--- config.mk ---
export PLATFORM = sky130hd
export DESIGN_NAME = pipe_reg_chain
export DESIGN_NICKNAME = d
export VERILOG_FILES = /design/src/rtl/pipe_reg_chain_pkg.sv /design/src/rtl/pipe_reg_chain_stage.sv /design/src/rtl/pipe_reg_chain.sv
export SDC_FILE = /design/constraint.sdc
export NUM_CORES = 1
export LEC_CHECK = 0
export BUFFER_PORTS_ARGS = -buffer_cell sky130_fd_sc_hd__clkbuf_2
export CORE_AREA = 4 4 41 43
export CTS_CLUSTER_DIAMETER = 40
export DETAILED_ROUTE_END_ITERATION = 8
export DIE_AREA = 0 0 45 47
export GPL_ROUTABILITY_DRIVEN = 0
export GPL_TIMING_DRIVEN = 0
export HOLD_SLACK_MARGIN = 0.02
export SLEW_MARGIN = 5
export SYNTH_ARGS = -nofsm -noshare
export SYNTH_HDL_FRONTEND = slang
export SYNTH_SLANG_ARGS = --single-unit
--- constraint.sdc ---
create_clock -name clock -period 2.78 [get_ports clock]
set_input_delay 0.556 -clock clock [delete_from_list [all_inputs] [get_ports clock]]
set_output_delay 0.556 -clock clock [all_outputs]
set_load 0.02 [all_outputs]
--- src/rtl/pipe_reg_chain_pkg.sv ---
// Shared definitions for the elastic register chain: occupancy width helper
// and the occupancy-counter update encoding.
package pipe_reg_chain_pkg;

  function automatic int occ_width(input int depth);
    return $clog2(depth + 1);
  endfunction

  typedef enum logic [1:0] {
    OCC_HOLD = 2'd0,
    OCC_INC  = 2'd1,
    OCC_DEC  = 2'd2,
    OCC_CLR  = 2'd3
  } occ_op_e;

endpackage

--- src/rtl/pipe_reg_chain_stage.sv ---
// One elastic stage: a valid bit plus a data word. Data only captures when the
// incoming entry is valid, so a drained stage keeps its last contents.
module pipe_reg_stage #(
  parameter int                WIDTH       = 3,
  parameter logic [WIDTH-1:0]  RESET_VALUE = '0
) (
  input  logic             clock,
  input  logic             reset,
  input  logic             flush_i,
  input  logic             load_i,
  input  logic             valid_i,
  input  logic [WIDTH-1:0] data_i,
  output logic             valid_o,
  output logic [WIDTH-1:0] data_o
);

  logic             v_q, v_d;
  logic [WIDTH-1:0] d_q, d_d;

  // Flush wins over a simultaneous load and leaves the data word untouched.
  always_comb begin
    v_d = v_q;
    d_d = d_q;
    if (flush_i) begin
      v_d = 1'b0;
    end else if (load_i) begin
      v_d = valid_i;
      if (valid_i) d_d = data_i;
    end
  end

  always_ff @(posedge clock or posedge reset) begin
    if (reset) begin
      v_q <= 1'b0;
      d_q <= RESET_VALUE;
    end else begin
      v_q <= v_d;
      d_q <= d_d;
    end
  end

  assign valid_o = v_q;
  assign data_o  = d_q;

endmodule

--- src/rtl/pipe_reg_chain.sv ---
// Chain of DEPTH elastic register stages with valid/ready handshake, flush and
// a registered occupancy count. Ready ripples combinationally from the output.
module pipe_reg_chain
  import pipe_reg_chain_pkg::*;
#(
  parameter int               WIDTH       = 3,
  parameter int               DEPTH       = 2,
  parameter logic [WIDTH-1:0] RESET_VALUE = '0
) (
  input  logic                        clock,
  input  logic                        reset,
  input  logic                        flush,
  input  logic                        in_valid,
  output logic                        in_ready,
  input  logic [WIDTH-1:0]            in_data,
  output logic                        out_valid,
  input  logic                        out_ready,
  output logic [WIDTH-1:0]            out_data,
  output logic [occ_width(DEPTH)-1:0] occupancy
);

  localparam int OCC_W = occ_width(DEPTH);

  logic [DEPTH-1:0] v;
  logic [DEPTH-1:0] adv;
  logic [WIDTH-1:0] d [DEPTH];
  logic             xfer_in, xfer_out;

  // A stage may advance when it is empty or the stage after it advances.
  always_comb begin
    adv          = '0;
    adv[DEPTH-1] = !v[DEPTH-1] | out_ready;
    for (int k = DEPTH - 2; k >= 0; k--) begin
      adv[k] = !v[k] | adv[k+1];
    end
  end

  assign in_ready = adv[0] & !flush;
  assign xfer_in  = in_valid & in_ready;
  assign xfer_out = out_valid & out_ready;

  for (genvar k = 0; k < DEPTH; k++) begin : g_stage
    logic             stg_valid;
    logic [WIDTH-1:0] stg_data;

    if (k == 0) begin : g_head
      assign stg_valid = xfer_in;
      assign stg_data  = in_data;
    end else begin : g_body
      assign stg_valid = v[k-1];
      assign stg_data  = d[k-1];
    end

    pipe_reg_stage #(
      .WIDTH       (WIDTH),
      .RESET_VALUE (RESET_VALUE)
    ) u_stage (
      .clock   (clock),
      .reset   (reset),
      .flush_i (flush),
      .load_i  (adv[k]),
      .valid_i (stg_valid),
      .data_i  (stg_data),
      .valid_o (v[k]),
      .data_o  (d[k])
    );
  end

  assign out_valid = v[DEPTH-1];
  assign out_data  = d[DEPTH-1];

  // Occupancy tracks transfers rather than recounting the valid bits.
  occ_op_e          occ_op;
  logic [OCC_W-1:0] occ_q, occ_d;

  always_comb begin
    occ_op = OCC_HOLD;
    if (flush)                    occ_op = OCC_CLR;
    else if (xfer_in && !xfer_out) occ_op = OCC_INC;
    else if (!xfer_in && xfer_out) occ_op = OCC_DEC;
  end

  always_comb begin
    occ_d = occ_q;
    unique case (occ_op)
      OCC_INC:  occ_d = occ_q + OCC_W'(1);
      OCC_DEC:  occ_d = occ_q - OCC_W'(1);
      OCC_CLR:  occ_d = '0;
      default:  occ_d = occ_q;
    endcase
  end

  always_ff @(posedge clock or posedge reset) begin
    if (reset) occ_q <= '0;
    else       occ_q <= occ_d;
  end

  assign occupancy = occ_q;

  a_occ_matches_valids: assert property (
    @(posedge clock) disable iff (reset) occupancy == OCC_W'($countones(v))
  );

endmodule
# --- Word-level counts from Yosys, hierarchy flattened ---
# Cells that the tools add are included.
op_classes:
  n_eq_ne: 3
  reduce_logical: 12
  n_mux: 8
  bitwise: 6
  add_sub_neg: 2
op_table:
  columns: ["cell", "n"]
  rows:
  - ["2-bit 2-to-1 mux", 3]
  - ["2-bit one-hot mux with 3 select lines", 1]
  - ["3-bit AND reduction", 2]
  - ["1-bit zero test", 5]
  - ["2-bit equality test, second input constant", 2]
  - ["1-bit 2-to-1 mux", 4]
  - ["2-bit nonzero test", 2]
  - ["1-bit AND", 3]
  - ["3-bit nonzero test", 1]
  - ["2-bit by 1-bit adder with 2-bit output, second input constant", 1]
  - ["2-bit by 1-bit equality test with 1-bit output, second input constant", 1]
  - ["1-bit logical AND", 2]
  - ["1-bit bitwise OR", 2]
  - ["2-bit by 1-bit subtractor with 2-bit output, second input constant", 1]
  - ["1-bit NOT", 1]
word_totals:
  out_inout_bits: 7
  word_cells: 36
  register_bits: 10
  input_bits: 8

# --- Longest topological paths before layout ---
logic_depth:
  word_depth: 12
  mapped_depth: 5
  mapped_depth_nobuf: 5

# --- Cells and area by module ---
# From an unflattened synthesis, not the netlist that was laid out.
hier_totals:
  hier_cells: 40
  area_unflattened_um2: 525.5
by_module_without_submodules:
  columns: ["module", "area_per_inst_um2", "seq_area_each_um2", "cells_each", "n_inst"]
  rows:
  - ["pipe_reg_stage", 182.7, 100.1, 11, 2]
  - ["pipe_reg_chain", 160.2, 50.0, 18, 1]

# --- Worst setup path before layout ---
# No wires, ideal clock.
synth_timing:
  path_type: "in2out"
  from: "input flush"
  to: "output in_ready"
  t_required_ns: 2.224
  n_path_buf: 1
  path_slack_ns: 1.143
  stages: 2
  arrival_time_ns: 1.081
  cell_sequence: "clkbuf_1 > nor2_1"
synth_via:
  elab_chain_cells: 2
synth_lines:
  columns: ["element", "line_no", "rtl"]
  rows:
  - ["from (decl)", "pipe_reg_chain.sv:12", "input logic flush,"]
  - ["1-bit zero test", "pipe_reg_chain.sv:38", "assign in_ready = adv[0] & !flush;"]
  - ["1-bit AND", "pipe_reg_chain.sv:38", null]
  - ["to (decl)", "pipe_reg_chain.sv:14", "output logic in_ready,"]
# Every way passes these cells.

# --- Final worst setup path ---
layout_timing:
  from: "input out_ready"
  to: "output in_ready"
layout_via:
  elab_chain_cells: 3
layout_lines:
  columns: ["element", "line_no", "rtl"]
  rows:
  - ["from (decl)", "pipe_reg_chain.sv:17", "input logic out_ready,"]
  - ["1-bit bitwise OR", "pipe_reg_chain.sv:32", "adv[DEPTH-1] = !v[DEPTH-1] | out_ready;"]
  - ["1-bit bitwise OR", "pipe_reg_chain.sv:34", "adv[k] = !v[k] | adv[k+1];"]
  - ["1-bit AND", "pipe_reg_chain.sv:38", null]
# Every way passes these cells.

==> flow_summary.ini <==
[run_status]
status = completed

[die]
die_y_um = 47
row_count = 13
die-area_um2 = 2120
ios = 15
die_w_um = 45
initial_core_util_pct = 36.8
core_area_um2 = 1300

[route]
route.detailed.drc = 0
first_pass_iters = 2
wl_per_cell_um = 11.6
first_iter_violations = 1
vias_per_cell = 4.88
drtAntennaViolNets = 0
dr_total_vias = 361
wl_um = 859

[synth]
mappedNetlistNets = 50
synthDistinctLibCells = 19
netlist_area_um2 = 479
avgSynthCellArea_um2 = 11.4
yosys_warnings = 0
ys_ff_latch = 10
yosysSeqAreaShare_pct = 52.2
synth_cells = 42

[global_routing]
grt_overflow_total = 0
grt_pass1_vias = 346
grt_pass1_wl_um = 1500
antenna_found_initial = 0
grtUsageTotal_pct = 10.1
grt_start_max_net_pins = 11

[setup_path]
reg2reg_slack_ns = 1.21
critical_path_class = input pin to primary output
crit_family = simple AND/OR/NAND/NOR gates
crit_path_max_fanout = 5
worstReg2RegStart = g_stage[1].u_stage.valid_o
critical_path_required_ns = 2.22
rr_worst_depth = 5
crit_cells = 4
crit_buf_inv = 2
path_cells = clkbuf_2 -> and3b_4 -> nor2_1 -> clkbuf_2
crit_path_start_kind = input pin
end_kind = primary output
reg2reg_to = occupancy[1]
path_common_cell = clkbuf_2
crit_arrival_ns = 1.21
worst_path_max_delay_cell = and3b_4
max_stage_delay_ns = 0.32

[layout]
syn_to_final_growth_pct = 25.1
layout_common_cells = clkbuf_2 (13), dfrtp_1 (10), mux2_2 (6), nor2_1 (5), nand2_1 (4)
antenna_cells = 0
nets = 68
drive_above_1_share_pct = 42.4
final_area_um2 = 599
layout_commonest_cell = clkbuf_2

[timing]
relSlewSlack_pct = 68.9
hold_viol = 0
max_freq_mhz = 568
whs_ns = 0.228
layout_min_cycle_time_ns = 1.76
finalSetupViolCount = 0
worstMarginPinSlew_ns = 0.467
fin_worst_skew_ns = 0.00243
fin_crit_sh_pct = 63.4
slew_violations = 0
grt_setup_unrepaired = false
final.setup.tns_ns = 0

[cts]
cts.sinks = 10
cts_setup_buffers = 0
clk_pin_slew_ns = 0.07
clock_path_buffers = 2
ctsHtreeMaxLevel = 1
cts_tree = done
cts_root_buffer = clkbuf_4
cts_resized = 0
clk_latency_ns = 0.26
cts_made_buffers = 3
cts_hold_buf = 0

[pwr]
cellLeakagePower_uw = 0.000283
p_int_uw = 290
switching_share_pct = 28.5
pwr-share-seq_pct = 46.0
power_density_nw_per_um2 = 678
pwr-share-comb_pct = 22.3
p_clk_share_pct = 31.7
switchingPower_uw = 116
ir_worst_vdd_v = 0.000386

[job]
cap_violations = 0

[hold_path]
min_path_type = input pin to async pin

[place]
hpwl_um = 665
port-buffer-count = 13
placed_cell_area_um2 = 563
## power groups by stage
stage	registers, uW	logic (uW)	clock network [uW]
6_report	187	90.7	129
2_1_floorplan	209	39.7	0
3_3_place_gp	189	90.1	0
5_1_grt	191	101	139
3_5_place_dp	190	92.5	0
4_1_cts	188	92.6	133
## layout make-up
| class | instances | area (um^2) |
|---|---|---|
| Tap cell | 15 | 18.8 |
| Inverter | 2 | 7.51 |
| Buffer | 1 | 3.75 |
| Clock buffer | 4 | 36.3 |
| Fill cell | 135 | 702 |
| Multi-Input combinational cell | 29 | 218 |
| Sequential cell | 10 | 250 |
| Timing Repair Buffer | 13 | 65.1 |
## how the worst max path moves through the flow
stage                          from           end  slack, ns
after floorplan               flush      in_ready       1.14
after global placement    out_ready  occupancy[1]       0.96
after detailed placement  out_ready  occupancy[1]       0.94
after CTS                 out_ready      in_ready       1.02
after global routing          flush      in_ready       0.95
final                     out_ready      in_ready       1.02
## layer usage
layer | global-route usage [%] | part of all wire (%)
met4 | 7.02 | 2.3
met5 | 0 | 0
met3 | 3.45 | 11
met1 | 12.7 | 45
met2 | 14.4 | 42
## per-stage QoR
stage               instances  utilization (%)  setup slack, ns  power, uW
floorplan                  42                -             1.14        249
global placement           70             43.3            0.965        279
detailed placement         70             43.3            0.936        283
CTS                        74             46.1             1.02        414
global route               74             46.1            0.947        432
finish                     74             46.1             1.02        406
## logic make-up (layout without fill, tap and decap cells)
group	Yosys count	in the layout	synth area share [%]
simple gates	17	17	22.2
mux	7	7	16.2
buf+inv	3	20	2.35
compound gates	4	4	5.22
xor+xnor	1	1	1.83
flops	10	10	52.2
## flip-flops by register name, summed over array words and instances (netlist names)
name,flops
occupancy,2
g_stage.u_stage.data_o,6
g_stage.u_stage.valid_o,2
## synth_stat cells
cell type	instances	area [um^2]
o21ai_0	2	10.0
a21oi_1	1	5.00
inv_1	2	7.51
nor4bb_1	1	10.0
xnor2_1	1	8.76
and3b_4	1	12.5
mux2_2	6	67.6
nand4_1	1	6.26
nand3b_1	1	7.51
dfrtp_1	10	250
nand2b_1	1	6.26
nor2_1	5	18.8
nor4_1	1	6.26
nand2_1	4	15.0
nand3_1	1	5.00
o311a_1	1	10.0
clkbuf_1	1	3.75
mux2i_1	1	10.0
nor3b_4	1	18.8
Power figures use the tool's default switching activity.
